File: src/rtl/fifo_core.sv
// Single-clock FIFO with registered handshake pulses and combinational fill-level flags.
// Define FIFO_SVA_EN to compile in the embedded assertions and covers.
module fifo_core #(
  parameter int FIFO_WIDTH = 16,
  parameter int FIFO_DEPTH = 8
) (
  input  logic                  clk,
  input  logic                  rst_n,
  input  logic [FIFO_WIDTH-1:0] data_in,
  input  logic                  wr_en,
  input  logic                  rd_en,
  output logic [FIFO_WIDTH-1:0] data_out,
  output logic                  wr_ack,
  output logic                  overflow,
  output logic                  underflow,
  output logic                  full,
  output logic                  almostfull,
  output logic                  empty,
  output logic                  almostempty
);

  localparam int PTR_W = $clog2(FIFO_DEPTH);
  localparam int CNT_W = PTR_W + 1;
  localparam logic [PTR_W-1:0] PTR_LAST = PTR_W'(FIFO_DEPTH - 1);
  localparam logic [CNT_W-1:0] CNT_FULL = CNT_W'(FIFO_DEPTH);
  localparam logic [CNT_W-1:0] CNT_AFULL = CNT_W'(FIFO_DEPTH - 1);

  logic [FIFO_WIDTH-1:0] mem [FIFO_DEPTH];
  logic [PTR_W-1:0] wr_ptr_reg, wr_ptr_next;
  logic [PTR_W-1:0] rd_ptr_reg, rd_ptr_next;
  logic [CNT_W-1:0] count_reg, count_next;
  logic wr_do, rd_do;

  assign full        = (count_reg == CNT_FULL);
  assign almostfull  = (count_reg == CNT_AFULL);
  assign empty       = (count_reg == '0);
  assign almostempty = (count_reg == CNT_W'(1));

  // Full/empty gate each side independently, so a simultaneous request at a boundary degrades to one side.
  assign wr_do = wr_en && !full;
  assign rd_do = rd_en && !empty;

  always_comb begin
    wr_ptr_next = wr_ptr_reg;
    rd_ptr_next = rd_ptr_reg;
    count_next  = count_reg;
    if (wr_do) wr_ptr_next = (wr_ptr_reg == PTR_LAST) ? '0 : wr_ptr_reg + 1'b1;
    if (rd_do) rd_ptr_next = (rd_ptr_reg == PTR_LAST) ? '0 : rd_ptr_reg + 1'b1;
    case ({wr_do, rd_do})
      2'b10:   count_next = count_reg + 1'b1;
      2'b01:   count_next = count_reg - 1'b1;
      default: count_next = count_reg;
    endcase
  end

  // Storage is deliberately left out of reset so it maps onto RAM.
  always_ff @(posedge clk) begin
    if (wr_do) mem[wr_ptr_reg] <= data_in;
  end

  always_ff @(posedge clk or negedge rst_n) begin
    if (!rst_n) begin
      wr_ptr_reg <= '0;
      rd_ptr_reg <= '0;
      count_reg  <= '0;
      data_out   <= '0;
      wr_ack     <= 1'b0;
      overflow   <= 1'b0;
      underflow  <= 1'b0;
    end else begin
      wr_ptr_reg <= wr_ptr_next;
      rd_ptr_reg <= rd_ptr_next;
      count_reg  <= count_next;
      wr_ack     <= wr_do;
      overflow   <= wr_en && full;
      underflow  <= rd_en && empty;
      if (rd_do) data_out <= mem[rd_ptr_reg];
    end
  end

`ifdef FIFO_SVA_EN
  logic [3:0] flag_vec;
  assign flag_vec = {full, almostfull, almostempty, empty};

  a_count_max: assert property (@(posedge clk) disable iff (!rst_n) count_reg <= CNT_FULL);
  a_full:      assert property (@(posedge clk) disable iff (!rst_n) full == (count_reg == CNT_FULL));
  a_empty:     assert property (@(posedge clk) disable iff (!rst_n) empty == (count_reg == '0));
  a_overflow:  assert property (@(posedge clk) disable iff (!rst_n) wr_en && full |=> overflow && !wr_ack);
  a_underflow: assert property (@(posedge clk) disable iff (!rst_n) rd_en && empty |=> underflow);
  a_wr_ack:    assert property (@(posedge clk) disable iff (!rst_n) wr_en && !full |=> wr_ack);
  a_reset:     assert property (@(posedge clk) !rst_n |-> empty);

  for (genvar gi = 0; gi < 4; gi++) begin : g_flag_cov
    c_rise: cover property (@(posedge clk) disable iff (!rst_n) $rose(flag_vec[gi]));
    c_fall: cover property (@(posedge clk) disable iff (!rst_n) $fell(flag_vec[gi]));
  end

  c_wr_wrap: cover property (@(posedge clk) disable iff (!rst_n) wr_do && wr_ptr_reg == PTR_LAST);
  c_rd_wrap: cover property (@(posedge clk) disable iff (!rst_n) rd_do && rd_ptr_reg == PTR_LAST);
`endif

endmodule

File: config.mk
export PLATFORM = sky130hd
export DESIGN_NAME = fifo_core
export DESIGN_NICKNAME = d
export VERILOG_FILES = /design/src/rtl/fifo_core.sv
export SDC_FILE = /design/constraint.sdc
export NUM_CORES = 1
export LEC_CHECK = 0
export BUFFER_PORTS_ARGS = -buffer_cell sky130_fd_sc_hd__buf_4
export CAP_MARGIN = 20
export CORE_MARGIN = 2
export CORE_UTILIZATION = 39
export CTS_BUF_LIST = sky130_fd_sc_hd__clkbuf_16
export CTS_CLUSTER_SIZE = 30
export DETAILED_ROUTE_END_ITERATION = 12
export MAX_ROUTING_LAYER = met4
export SYNTH_ARGS = -nofsm -noshare
export SYNTH_HDL_FRONTEND = slang
export SYNTH_SLANG_ARGS = --single-unit
File: constraint.sdc
create_clock -name clk -period 4.5 [get_ports clk]
set_input_delay 0.225 -clock clk [delete_from_list [all_inputs] [get_ports clk]]
set_output_delay 0.225 -clock clk [all_outputs]
set_load 0.1 [all_outputs]
---- Yosys cells after proc, flatten, opt, wreduce, memory -nomap -nowiden ----
Memories as Yosys holds them, arrays and structs flattened. A register that Yosys moved wholly into a read port is not among the register bits.
Cells that the tools add are included.
word-level totals
  register bits after elaboration ......... 13
  memory bits (writable) .................. 128
  logic and storage cells ................. 32
  memories kept ........................... 1
cells by class
  $add $sub $neg .......................... 4
  equal/unequal tests ..................... 7
  mux-type cells .......................... 5
  reduce and logical (&&, ||, !) cells .... 9
memory list
  name  depth  bits a word  read ports  clocked after memory_dff  wr ports  RTL line  RTL
  mem   8      16           1           1                         1         28        logic [FIFO_WIDTH-1:0] mem [FIFO_DEPTH];
operators with widths
  kind                                              count
  case mux 4 bit (2 select lines)                   1
  adder 3 x 1 -> 3 bit, second input constant       2
  == test 3 bit, second input constant              2
  two-way mux 3 bit                                 2
  adder 4 x 1 -> 4 bit, second input constant       1
  == test 4 x 1 -> 1 bit, second input constant     1
  == test 4 x 3 -> 1 bit, second input constant     1
  == test 4 bit, second input constant              1
  logical AND 1 bit                                 4
  zero test 4 bit                                   1
  subtractor 4 x 1 -> 4 bit, second input constant  1
  zero test 1 bit                                   3
  == test 2 x 1 -> 1 bit, second input constant     1
  == test 2 bit, second input constant              1
  two-way mux 1 bit                                 2
  nonzero test 2 bit                                1

---- Longest topological paths before layout ----
  depth in word-level cells ............... 5
  gate-level depth with buffers ........... 10
  depth with buffers taken out ............ 9

---- Worst setup path after synthesis ----
Ideal clock, no wire load.
  path type ............................... register -> output
  start point ............................. register count_reg[1]
  end point ............................... output almostempty
  arrival time ............................ 2.787 ns
  setup slack ............................. 1.488 ns
  cell stages (with the launch flop) ...... 4
  path buffers ............................ 0
  cell sequence ........................... dfrtp_1 inv_1 ha_1 nor3b_1
between the ends
  word-level cells in the longest chain between the ends .. 1
RTL lines
  what                      RTL line  RTL
  start: declaration        31        logic [CNT_W-1:0] count_reg, count_next;
  start signal: assignment  73        count_reg <= count_next;
  == test 4 x 1 -> 1 bit    37        assign almostempty = (count_reg == CNT_W'(1));
  end: declaration          19        output logic almostempty
No other way between the ends.

---- Final worst setup path ----
  start point ............................. register count_reg[0]
  end point ............................... memory mem[5][2] (enable)
between the ends
  word-level cells in the longest chain between the ends .. 5
RTL lines
  what                                     RTL line  RTL
  == test 4 bit                            34        assign full = (count_reg == CNT_FULL);
  zero test 1 bit                          40        assign wr_do = wr_en && !full;
  logical AND 1 bit                        40
  two-way mux 1 bit                        58        if (wr_do) mem[wr_ptr_reg] <= data_in;
  two-way mux 1 bit (not written as such)  58
  end: declaration                         28
No other way between the ends.

==> impl_summary.log <==
[metrics] max FFs per register: 128
[metrics] total global-route track usage: 16.3%
[metrics] total standard cell area after synthesis: 6300 sq um
[metrics] FF+latch count, synth: 157
[metrics] total via count after detailed routing: 3322
[metrics] post-synthesis instance total: 364
[metrics] number of hold-slack violations in the final timing report: 0
[metrics] fraction of final layout cells with drive strength greater than 1: 33.7%
[metrics] antenna-violating nets left: 0
[metrics] library cell occupying the most area in the post-synthesis netlist: edfxtp_1
[metrics] flop2flop setup slack: 1.97 ns
[metrics] Area contributors post-synth: edfxtp_1, dfrtp_1, mux2_2
[metrics] HP Class: input pin to register
[metrics] max-slew violation total from the final report: 0
[metrics] cell depth of the worst hold path: 1
[metrics] simple-gate portion of the synthesized area: 2.82%
[metrics] clk slew on worst S/H paths: 0.06 ns
[metrics] total number of placement rows: 46
[metrics] final weighted congestion in routability-driven placement: 0.709
[metrics] internal power contribution: 3650 uW
[metrics] maximum fanout encountered on the critical timing path: 9
[metrics] Detailed Route Iter0 Violations: 270
[metrics] Worst Tran Pin Value: 1.03 ns
[metrics] result of the run: finished, final reports clean
[metrics] Avg Cell Area, Syn: 17.3 sq um
[metrics] warning count from the yosys run: 0
[metrics] Reg2Reg Capture Point: mem[5][2]
[metrics] final wirelength: 12800 um
[metrics] part of the total power dissipated in sequential elements: 36.2%
[metrics] area used by multi-input combinational logic: 1640 sq um
[metrics] Sinks on Clock Net: 157
[metrics] category of the worst setup path launch point: register
[metrics] area occupied by registers: 4570 sq um
[metrics] smallest hold slack: 0.0384 ns
[metrics] proportion of power drawn by combinational gates: 35.2%
[metrics] reported net switching power: 2150 uW
[metrics] TritonCTS clock tree: yes
[metrics] Data arrival, critical path: 2.65 ns
[metrics] required time worst endpoint: 4.62 ns
[metrics] drt wl/cell: 19.8 um
[metrics] highest ir drop seen on vdd: 0.317 mV
[metrics] number of global-route vias before repair: 3501
[metrics] insertion delay to the later sink of the worst-skew pair: 0.42 ns
[metrics] launch instance of the worst register-to-register path: count_reg[0]
[metrics] nets in the synthesized netlist: 392
[metrics] worst max-slew margin expressed relative to the limit: 31.5%
[metrics] sum of negative setup slack: 0 ns
[metrics] maximum number of pins on one net before global-route repair: 34
[metrics] met2 WL: 6430 um
[metrics] post-synth top area share: 61.0%
[metrics] post-layout minimum cycle time: 2.53 ns
[metrics] initial antenna violation count: 0
[metrics] Tcrit/Tclk final: 56.3%
[metrics] DR top layer: met4
[metrics] f_max: 395 MHz
[metrics] count of buffers from port buffering: 42
[metrics] largest family of logic cells by synthesized area: multiplexers
[metrics] reported max-cap violation count: 0
[metrics] GRT Residual Overflow: 0
[metrics] static power due to leakage: 0.00280 uW
[metrics] Netlist cell types: 31
[metrics] area of the die: 17200 sq um
[metrics] Residual DRC: 0
[metrics] Endpoint, Worst Hold: mem[6][10]
[metrics] area growth from synthesis to final layout: 20.7%
[metrics] arithmetic-cell share of the synthesized area counting full adders, half adders and majority gates: 1.59%
[metrics] share of power burned in the clock network: 28.6%
[metrics] root cell of the clock tree: clkbuf_16
[metrics] Post-DP HPWL: 7380 um
[metrics] Post-CTS Repair Setup Buffers: 0
[metrics] DR vias/cell: 5.12
[metrics] total routed wire length on the met1 layer: 5630 um
[metrics] Worst Setup Path Type: register to register
[metrics] power per standard cell area: 763 nW/um^2
[metrics] Finish-stage setup viols: 0
[metrics] Die Height: 131 um
[metrics] fraction of the mapped netlist area in compound gates: 8.57%
[metrics] deepest level of the CTS H-tree: 4
[metrics] wire length of the first global-routing pass: 20100 um
[metrics] clock tree skew after final layout: 0.00830 ns
[metrics] Layout Nets: 448
[metrics] Longest Clk Path Bufs: 2
[metrics] Die X-Extent: 131 um
[metrics] met3 routed wirelength: 621 um
[metrics] Finished Layout Cells: 649
[metrics] RSZ-0062 raised after global routing: false
[metrics] core outline area: 15800 sq um
[metrics] crit end category: register
[metrics] number of filler cells placed in the layout: 1349
[metrics] Power Total: 5810 uW
[metrics] drt first pass iters: 5
[metrics] register area share after synthesis: 72.5%
[metrics] mux contribution to synthesized area: 11.8%
[metrics] cell count after placement: 616
[metrics] hold wc startpoint: data_in[10]
[metrics] Sw Share: 37.0%
[metrics] initial core utilization: 39.8%
[metrics] Inserted Diodes: 0
[metrics] number of cells traversed by the worst register-to-register path: 6
[metrics] post-synthesis xor/xnor area fraction: 0.556%
[metrics] IO Count: 43
[metrics] clock buffer count from CTS: 17
==> critical path, cell delays in order, from the launching register on <==
cell	delay (ns)
dfrtp_1	0.45
inv_1	0.07
ha_1	0.23
nand3b_1	0.14
nand3_1	0.20
nor2_1	0.81
buf_4	0.33
==> metal layers <==
layer  GRT usage, %  vias up
li1               -     1543
met1           20.5     1690
met2           25.9       79
met3           3.59       10
met4           6.40        0
met5              -        -
==> cell families after synthesis <==
family	after synthesis
buf+inv	24
fa+ha+maj	8
simple gates	33
mux	70
flops	157
xor+xnor	4
compound gates	68
==> Yosys cell counts <==
cell type  count
nor3b_1        2
a22o_1        16
buf_2          7
nor3_1         4
a21oi_1        1
and2_1         2
buf_6          3
inv_1          6
nor4_1         1
nand2b_1       5
ha_1           8
nand4b_1       1
nor2b_1        2
xnor2_1        2
o21ai_0       19
nand3_1        1
o31ai_2       16
nor2_1         8
clkbuf_2       1
buf_4          3
mux2_2        36
xor2_1         2
edfxtp_1     128
or4b_1         1
nand3b_1       1
dfrtp_1       29
mux2i_1       33
o22ai_1       16
clkbuf_1       4
mux2_1         1
nand2_1        5
==> power by group through the flow <==
stage	logic [uW]	clock network (uW)	registers [uW]
6_report	2040	1660	2100
5_1_grt	2170	1760	2140
4_1_cts	2060	1690	2100
3_5_place_dp	2060	0	2130
3_3_place_gp	2030	0	2120
2_1_floorplan	1090	0	2590
==> metrics by stage <==
step	utilization [%]	setup slack, ns	area [sq um]
floorplan	-	1.49	6300
global placement	43.6	2.09	6910
detailed placement	43.6	1.95	6910
CTS	48.1	1.92	7610
global route	48.1	1.80	7610
finish	48.1	1.97	7610
==> area by class of cell <==
type	instances	share of cell area, %
sequential	157	60.1
multi-input combinational	183	21.5
timing repair buffer	55	5.46
clock inverter	15	3.55
tap	216	3.55
clock buffer	17	5.59
inverter	6	0.296
==> worst max-delay path by stage <==
| stage | from | end | slack [ns] | depth (start not counted) |
|---|---|---|---|---|
| CTS | count_reg[0] | mem[5][4] | 1.92 | 6 |
| floorplan | count_reg[1] | almostempty | 1.49 | 3 |
| global route | count_reg[0] | count_reg[3] | 1.80 | 10 |
| global placement | count_reg[0] | count_reg[3] | 2.09 | 10 |
| finish | count_reg[0] | mem[5][2] | 1.97 | 6 |
| detailed placement | count_reg[0] | mem[5][1] | 1.95 | 6 |
==> layout by cell type (no fill, tap or decap), types with 2 or more instances in the layout <==
master / synthesis / final
xor2_1: 2 / 2
o22ai_1: 16 / 16
clkbuf_16: 0 / 17
clkinv_4: 0 / 5
nand2b_1: 5 / 5
o21ai_0: 19 / 19
bufinv_16: 0 / 7
nor2_1: 8 / 7
and2_1: 2 / 2
mux2_2: 36 / 36
o31ai_2: 16 / 16
buf_4: 3 / 54
inv_1: 6 / 7
xnor2_1: 2 / 2
edfxtp_1: 128 / 128
nand2_1: 5 / 5
nor3_2: 0 / 4
ha_1: 8 / 8
mux2i_1: 33 / 33
dfrtp_1: 29 / 28
a22o_1: 16 / 16
==> repair_timing <==
| item | in CTS | in global routing |
|---|---|---|
| endpoints found under the hold margin | 29 | 0 |
| hold buffers | 1 | 0 |
| resized for setup | 0 | 0 |
Power figures use the tool's default switching activity.
